**src/rtl/swept_pulse_mask.sv**
```systemverilog
// Swept-period pulse-mask generator. Emits gating pulses whose period steps linearly
// from a start to a stop period, in single, sawtooth-repeat or triangle mode.
module swept_pulse_mask #(
    parameter int                        DATA_W  = 16,
    parameter int                        CNT_W   = 32,
    parameter logic signed [DATA_W-1:0]  MASK_HI = {1'b0, {(DATA_W-1){1'b1}}}
) (
    input  logic                     i_clk,
    input  logic                     i_reset,
    input  logic                     i_enable,
    input  logic                     i_trig,
    input  logic [1:0]               i_mode,
    input  logic [CNT_W-1:0]         i_period_start,
    input  logic [CNT_W-1:0]         i_period_stop,
    input  logic [CNT_W-1:0]         i_period_step,
    input  logic [CNT_W-1:0]         i_high_count,
    input  logic signed [DATA_W-1:0] i_passthrough,
    output logic signed [DATA_W-1:0] o_final_out,
    output logic signed [DATA_W-1:0] o_mask_dac,
    output logic                     o_busy,
    output logic                     o_sweep_done
);

    typedef enum logic { S_IDLE, S_RUN } state_t;
    typedef enum logic [1:0] {
        M_SINGLE     = 2'd0,
        M_SAWTOOTH   = 2'd1,
        M_TRIANGLE   = 2'd2,
        M_SINGLE_ALT = 2'd3
    } mode_t;

    localparam logic [CNT_W-1:0] ONE = CNT_W'(1);
    localparam logic [CNT_W-1:0] TWO = CNT_W'(2);

    state_t             r_state;
    mode_t              r_mode;
    logic [CNT_W-1:0]   r_cnt;
    logic [CNT_W-1:0]   r_period;
    logic [CNT_W-1:0]   r_start;
    logic [CNT_W-1:0]   r_stop;
    logic [CNT_W-1:0]   r_step;
    logic [CNT_W-1:0]   r_high;
    logic               r_dir_up;
    logic               r_trig_s;
    logic               r_trig_d;

    state_t             w_state_nx;
    logic [CNT_W-1:0]   w_cnt_nx;
    logic [CNT_W-1:0]   w_period_nx;
    logic [CNT_W-1:0]   w_start_nx;
    logic [CNT_W-1:0]   w_stop_nx;
    logic               w_dir_up_nx;
    logic               w_load;
    logic               w_mask;
    logic               w_done;

    logic               w_start_ok;
    logic [CNT_W-1:0]   w_h_eff;
    logic               w_last;
    logic               w_at_stop;
    logic [CNT_W:0]     w_up_sum;
    logic [CNT_W:0]     w_dn_diff;
    logic [CNT_W-1:0]   w_up_next;
    logic [CNT_W-1:0]   w_dn_next;
    logic [CNT_W-1:0]   w_turn_up;
    logic [CNT_W-1:0]   w_turn_dn;

    assign w_start_ok = i_enable && r_trig_s && !r_trig_d
                        && (i_period_start >= TWO) && (i_period_stop >= TWO)
                        && (i_high_count != '0);

    assign w_h_eff   = (r_high < r_period) ? r_high : (r_period - ONE);
    assign w_last    = (r_cnt == (r_period - ONE));
    assign w_at_stop = (r_period == r_stop);

    // One extra bit so a step past either rail is caught and clamped, not wrapped.
    assign w_up_sum  = {1'b0, r_period} + {1'b0, r_step};
    assign w_dn_diff = {1'b0, r_period} - {1'b0, r_step};

    assign w_up_next = (w_up_sum >= {1'b0, r_stop}) ? r_stop : w_up_sum[CNT_W-1:0];
    assign w_dn_next = (w_dn_diff[CNT_W] || (w_dn_diff[CNT_W-1:0] <= r_stop))
                       ? r_stop : w_dn_diff[CNT_W-1:0];

    // Triangle turnaround: the old start becomes the new stop.
    assign w_turn_up = (w_up_sum >= {1'b0, r_start}) ? r_start : w_up_sum[CNT_W-1:0];
    assign w_turn_dn = (w_dn_diff[CNT_W] || (w_dn_diff[CNT_W-1:0] <= r_start))
                       ? r_start : w_dn_diff[CNT_W-1:0];

    always_comb begin
        // NOTE: every output of this block gets a default first, so no path can infer a latch.
        w_state_nx  = r_state;
        w_cnt_nx    = r_cnt;
        w_period_nx = r_period;
        w_start_nx  = r_start;
        w_stop_nx   = r_stop;
        w_dir_up_nx = r_dir_up;
        w_load      = 1'b0;
        w_mask      = 1'b0;
        w_done      = 1'b0;

        unique case (r_state)
            S_IDLE: begin
                w_cnt_nx = '0;
                if (w_start_ok) begin
                    w_load      = 1'b1;
                    w_state_nx  = S_RUN;
                    w_period_nx = i_period_start;
                    w_start_nx  = i_period_start;
                    w_stop_nx   = i_period_stop;
                    w_dir_up_nx = (i_period_start <= i_period_stop);
                end
            end
            S_RUN: begin
                if (!i_enable) begin
                    w_state_nx = S_IDLE;
                    w_cnt_nx   = '0;
                end else begin
                    w_mask = (r_cnt < w_h_eff);
                    if (!w_last) begin
                        w_cnt_nx = r_cnt + ONE;
                    end else begin
                        w_cnt_nx = '0;
                        if (!w_at_stop) begin
                            w_period_nx = r_dir_up ? w_up_next : w_dn_next;
                        end else begin
                            w_done = 1'b1;
                            case (r_mode)
                                M_SAWTOOTH: w_period_nx = r_start;
                                M_TRIANGLE: begin
                                    w_start_nx  = r_stop;
                                    w_stop_nx   = r_start;
                                    w_dir_up_nx = !r_dir_up;
                                    w_period_nx = r_dir_up ? w_turn_dn : w_turn_up;
                                end
                                default:    w_state_nx = S_IDLE;
                            endcase
                        end
                    end
                end
            end
            default: w_state_nx = S_IDLE;
        endcase
    end

    // NOTE: sequential state uses non-blocking assignments so every register sees pre-edge values.
    always_ff @(posedge i_clk) begin
        if (i_reset) begin
            r_state  <= S_IDLE;
            r_cnt    <= '0;
            r_period <= '0;
            r_start  <= '0;
            r_stop   <= '0;
            r_dir_up <= 1'b1;
            r_step   <= '0;
            r_high   <= '0;
            r_mode   <= M_SINGLE;
            r_trig_s <= 1'b0;
            r_trig_d <= 1'b0;
        end else begin
            r_state  <= w_state_nx;
            r_cnt    <= w_cnt_nx;
            r_period <= w_period_nx;
            r_start  <= w_start_nx;
            r_stop   <= w_stop_nx;
            r_dir_up <= w_dir_up_nx;
            r_trig_s <= i_trig;
            r_trig_d <= r_trig_s;
            if (w_load) begin
                r_step <= (i_period_step == '0) ? ONE : i_period_step;
                r_high <= i_high_count;
                r_mode <= mode_t'(i_mode);
            end
        end
    end

    // Registered outputs: one cycle behind the counter.
    always_ff @(posedge i_clk) begin
        if (i_reset) begin
            o_final_out  <= '0;
            o_mask_dac   <= '0;
            o_sweep_done <= 1'b0;
        end else begin
            o_final_out  <= w_mask ? i_passthrough : '0;
            o_mask_dac   <= w_mask ? MASK_HI : '0;
            o_sweep_done <= w_done;
        end
    end

    assign o_busy = (r_state == S_RUN);

endmodule

```
**config.mk**
```make
export PLATFORM = sky130hd
export DESIGN_NAME = swept_pulse_mask
export DESIGN_NICKNAME = d
export VERILOG_FILES = /design/src/rtl/swept_pulse_mask.sv
export SDC_FILE = /design/constraint.sdc
export NUM_CORES = 1
export LEC_CHECK = 0
export ABC_AREA = 1
export CAP_MARGIN = 20
export CORE_AREA = 2 2 275 277
export DETAILED_ROUTE_END_ITERATION = 12
export DIE_AREA = 0 0 277 279
export PLACE_DENSITY = 0.46
export SKIP_CTS_REPAIR_TIMING = 1
export SYNTH_ARGS = -nofsm -noshare
export SYNTH_HDL_FRONTEND = slang
export SYNTH_SLANG_ARGS = --single-unit
```
**constraint.sdc**
```tcl
create_clock -name i_clk -period 6.29 [get_ports i_clk]
set_input_delay 1.258 -clock i_clk [delete_from_list [all_inputs] [get_ports i_clk]]
set_output_delay 1.258 -clock i_clk [all_outputs]
set_load 0.005 [all_outputs]
```
======== After elaboration in Yosys (flattened, before gate mapping) ========
Cells that the tools add are included.
storage, ports and cells
  output and inout bits ................... 34
  bits in registers ....................... 231
  word-level logic and storage cells ...... 102
  bits of input ports ..................... 150
operators by class
  equality and inequality tests ........... 10
  muxes and demuxes ....................... 45
  reductions and logical operators ........ 16
  magnitude comparators ................... 9
  add/sub/neg operators ................... 4
  bitwise logic cells ..................... 4
operators by type and width
  cell                     count
  $mux W32                 23
  $pmux W32 S2             5
  $le A32 B32 Y1           3
  $ge A33 B32 Y1           2
  $eq A32 B32 Y1           2
  $ge A32 B2 Y1 const B    2
  $lt A32 B32 Y1           2
  $add A32 B32 Y33         1
  $sub A32 B32 Y33         1
  $add A32 B1 Y32 const B  1
  $logic_not A32 Y1        1
  $reduce_bool A32 Y1      1
  $sub A32 B1 Y32 const B  1
  $mux W15                 1
  $mux W1                  14
  $ne A2 B1 Y1 const B     3
  $logic_and A1 B1 Y1      5
  $reduce_and A5 Y1        1
  $ne A2 B2 Y1 const B     2
  $ne A4 B2 Y1 const B     1
  $not A1 Y1               4
  $pmux W1 S2              2
  $reduce_and A4 Y1        1
  $reduce_or A2 Y1         2
  other kinds (5)          7

======== Logic depth before layout (Yosys ltp) ========
  depth after elaboration ................. 10
  depth in mapped cells ................... 35
  mapped depth without buffers ............ 33

======== Worst setup path after synthesis ========
Ideal clock, no wire load.
  kind .................................... reg2reg
  start ................................... register r_period[0]
  end ..................................... register r_period[27]
  setup time .............................. 0.117 ns
  clock period less this slack ............ 4.194 ns
  required time ........................... 6.173 ns
  data arrival time ....................... 4.077 ns
  stages on the path, launching flop included .. 32
  slack ................................... 2.096 ns
  path buffers ............................ 1
  path through ............................ dfxtp_1 -> inv_2 -> ha_1 -> inv_1 -> fa_1 -> nand2_1 -> nand2_1 -> o21ai_0 -> o21ai_0 -> nand2_1 -> nand2_1 -> a21oi_1 -> inv_1 -> nand2_1 -> nand3_1 -> nand2_1 -> inv_1 -> ha_1 -> nand2_1 -> nor4_1 -> inv_1 -> nor4_1 -> nand4_1 -> nand3_1 -> clkbuf_1 -> nand2_1 -> nand3_1 -> nand2_1 -> nand2_1 -> nand2_1 -> nand2_1 -> a21oi_1
between the ends
  longest elaborated chain between the ends .. 10
  elaborated cells on any way between the ends .. 25
  those cells by class .................... add/sub: 3; order compare: 4; eq/ne: 4; mux: 11; reduce/logical: 3
ends and longest elaborated chain
  what                      line  RTL
  start: declaration        38    logic [CNT_W-1:0] r_period;
  start signal: assignment  162   r_period <= w_period_nx;
  $sub A32 B32 Y33          78    assign w_dn_diff = {1'b0, r_period} - {1'b0, r_step};
  $le A32 B32 Y1            86    assign w_turn_dn = (w_dn_diff[CNT_W] || (w_dn_diff[CNT_W-1:0] <= r_start))
  $logic_or A1 B1 Y1        86
  $mux W32                  87    ? r_start : w_dn_diff[CNT_W-1:0];
  $mux W32                  133   w_period_nx = r_dir_up ? w_turn_dn : w_turn_up;
  $pmux W32 S2              127   case (r_mode)
  $mux W32                  123   if (!w_at_stop) begin
  $mux W32                  119   if (!w_last) begin
  $mux W32                  114   if (!i_enable) begin
  $pmux W32 S2              101   unique case (r_state)
Several ways; a longest one is shown, not always the timed one. The select of a mux whose other input is x is not followed.
A chain may end at the register's enable or synchronous reset.

======== Worst setup path in the final report ========
  start ................................... register r_period[0]
  end ..................................... register r_period[4]
Same word-level chain as after synthesis.

==> results.md <==
- Outcome: finished, final reports clean
- Top Metal Used: met4
- Worst path slowest cell: nor4_2
- Via count: 26380
- Die Ht: 279 um
- Pwr Total: 7.365 mW
- Post-synthesis cell type count: 55
- Avg WL per Cell: 20.38 um
- Total die area: 77280 um2
- Ant. Diodes: 0
- # rows: 100
- Layout area overhead: 16.44%
- Max FO, Critical Path: 26
- H-Tree Depth: 1
- DIE WIDTH: 277 um
- Synthesized flop and latch total: 216
- Total GRT Usage: 26.07%
- Setup TNS Final: 0 ns
- Num CTS Buffers: 30
- VDD IR-drop max: 0.2231 mV
- RSZ-0062 raised after global routing: false
- Mapped Area: 23670 um2
- Share of cells above drive strength 1: 3.944%
- Finished Layout Cells: 5077
- Max Cap Viol: 0
- Clk root buf: clkbuf_16
- Final critical-path share of the clock period: 91.98%
- Crit path largest cell delay: 0.41 ns
- Post-synth EDFFs: 0
- Clk_lat worst skew: 0.62 ns
- Crit path arrival time: 6.33 ns
- Multi-input logic area: 16740 um2
- Clock buffer depth: 3
- Number of global-route vias before repair: 24870
- YS warnings: 0
- Syn avg cell area: 5.931 um2
- Leak pwr: 13.37 nW
- Most numerous cell on the critical path: nand2_1
- Placed Cells incl. Taps: 5021
- Crit Path Class: reg2reg
- Number of port buffers: 182
- Largest net degree at the start of global routing: 85
- Final nets: 4525
- Clock slew at reported path FFs: 0.07 ns
- Reg area: 4329 um2
- First-pass GRT wire length: 155100 um
- Async set-reset flop share out of synthesis: 0%
- Seq/Total Area, Yosys: 18.27%
- Synth Flop Type: dfxtp_1
- Normalized max-slew margin: 21.35%
- Post-Syn Instances: 3990
- Initial Util: 31.95%
- Slew @ Worst Pin: 1.173 ns
- DR WL met3: 5964 um
- Clock skew: 0.01378 ns
- CTS sink cnt: 216
- Hold Crit Class: reg2reg
- Crit path time final: 5.785 ns
- Syn_nets: 4431
- Post-DR vias/cell: 5.196
- Routed length on met2: 45250 um
- Fmax: 0.1729 GHz
- DRT Wirelength: 103500 um
- Hold Vio Cnt, Final: 0
- Routability cong.: 0.9619
- CP Capture Type: register
- GRT overflow: 0
- Slew Limit Fails: 0
- WL met1: 46240 um
- CTS tree: built
- CORE AREA: 74070 um2
- IO Count: 184
- Req. time, crit path: 6.84 ns
- Startpoint types: register
- Final setup violation count: 0
- 1st-pass router iterations: 5
- Initial antenna violation count: 1
- Drt drc: 0
- PwrDens: 267.3 nW/um2
- # fillers: 8332
- HPWL Detailed: 82370 um
- Starting DRT DRC Count: 2189
- Post-route ant nets: 0
==> cells by family after synthesis <==
kind of cell               after synthesis  synth area share [%]
DFF                                    216                 18.27
xor gates and xnor gates                87                 3.220
other                                    1               0.01585
AOI/OAI and AO/OA                      647                 14.59
adders and majority gates              291                 15.45
buffers and inverters                  672                 11.21
and+or+nand+nor                       2075                 37.21
muxes                                    1               0.04230
==> metal layers <==
| metal | GRT usage [%] | up-vias |
|---|---|---|
| met5 | 0 | - |
| met4 | 13.28 | 0 |
| met3 | 2.745 | 178 |
| met2 | 42.13 | 883 |
| met1 | 34.40 | 12030 |
| li1 | - | 13290 |
==> Yosys cell counts (3+ instances only) <==
cell type	instances	area, um2
dfxtp_1	216	4324
nor2_1	476	1787
nand3_1	309	1546
xor2_1	85	744.5
a21boi_0	5	37.54
clkbuf_1	127	476.7
nand2_1	1042	3911
ha_1	289	3616
a211oi_1	12	90.09
buf_4	19	142.6
and3_1	3	18.77
buf_6	3	33.78
nor3b_1	8	60.06
nor4_1	55	344.1
nand3b_1	4	30.03
nand4_1	106	663.1
nor3_1	43	215.2
o21a_1	7	52.55
a21o_1	13	97.59
o21ai_0	228	1141
o21bai_1	10	75.07
a31oi_1	6	37.54
nand2_2	3	18.77
nor2_2	4	25.02
o211ai_1	7	52.55
or2_2	8	50.05
nor2_4	4	45.04
o31ai_1	3	22.52
inv_2	8	30.03
inv_1	478	1794
a21oi_1	339	1697
buf_2	29	145.1
and2_1	4	25.02
o221ai_1	4	35.03
buf_1	7	26.28
==> stage by stage <==
step | worst slack [ns] | cell area (um2) | util [%] | hold WS, ns
2_1_floorplan | 2.096 | 23670 | - | 0.4031
3_3_place_gp | 0.7584 | 26490 | 35.77 | 0.4237
3_5_place_dp | 0.6185 | 26490 | 35.77 | 0.4237
4_1_cts | 0.5915 | 27550 | 37.19 | 0.4306
5_1_grt | 0.08966 | 27560 | 37.20 | 0.4418
6_report | 0.5047 | 27560 | 37.20 | 0.4309
==> area by class of cell <==
type | instances | area share, %
sequential | 216 | 15.71
inverter | 487 | 6.643
clock buffer | 44 | 3.283
tap | 969 | 4.400
clock inverter | 12 | 0.5540
timing repair buffer | 247 | 8.655
multi-input combinational | 3102 | 60.75
==> cells in the final DEF, fill, tap and decap left out, drive strengths merged, types with 5 or more instances in the layout <==
cell type,n
a211oi,12
dfxtp,216
nor4,55
o21a,7
nor2,484
xor2,85
a31oi,6
a21oi,339
nor3,43
clkbuf,44
ha,289
inv,487
nor3b,8
nand3,311
o211ai,7
nand4,107
a21o,13
o21ai,228
or2,9
clkinv,6
clkdlybuf4s50,182
o21bai,10
nand2,1046
a21boi,5
buf,65
==> sequential cells by signal, summed over array words and instances (netlist names) <==
name and count:
o_mask_dac 1, r_trig_d 1, r_period 32, o_busy 1, r_stop 32, r_trig_s 1, o_sweep_done 1, r_dir_up 1
r_high 32, r_step 32, r_cnt 32, o_final_out 16, r_start 32, r_mode 2
==> worst paths after layout <==
check                           start                  endpoint  slack, ns  depth (start not counted)
min reg2reg       r_trig_s$_SDFF_PP0_       r_trig_d$_SDFF_PP0_       0.43                          2
max reg2reg  r_period[0]$_SDFFE_PP0P_  r_period[4]$_SDFFE_PP0P_       0.50                         32
min               r_trig_s$_SDFF_PP0_       r_trig_d$_SDFF_PP0_       0.43                          2
max          r_period[0]$_SDFFE_PP0P_  r_period[4]$_SDFFE_PP0P_       0.50                         32
==> critical path: cells and delay by family, from the launching register on <==
family	cells	cell delay (ns)
AND/OR/NAND/NOR	19	2.66
adder cells (fa/ha/maj)	3	0.93
buffers and inverters	6	0.83
AO/OA/AOI/OAI	4	0.88
flip-flops	1	0.36
==> power by group <==
part | total, mW | internal [mW] | switching [mW]
combinational | 4.02 | 1.32 | 2.70
clock | 1.83 | 1.08 | 0.751
sequential | 1.51 | 1.43 | 0.0796
total | 7.37 | 3.84 | 3.53
No activity file was read; power rests on OpenSTA's default activity.
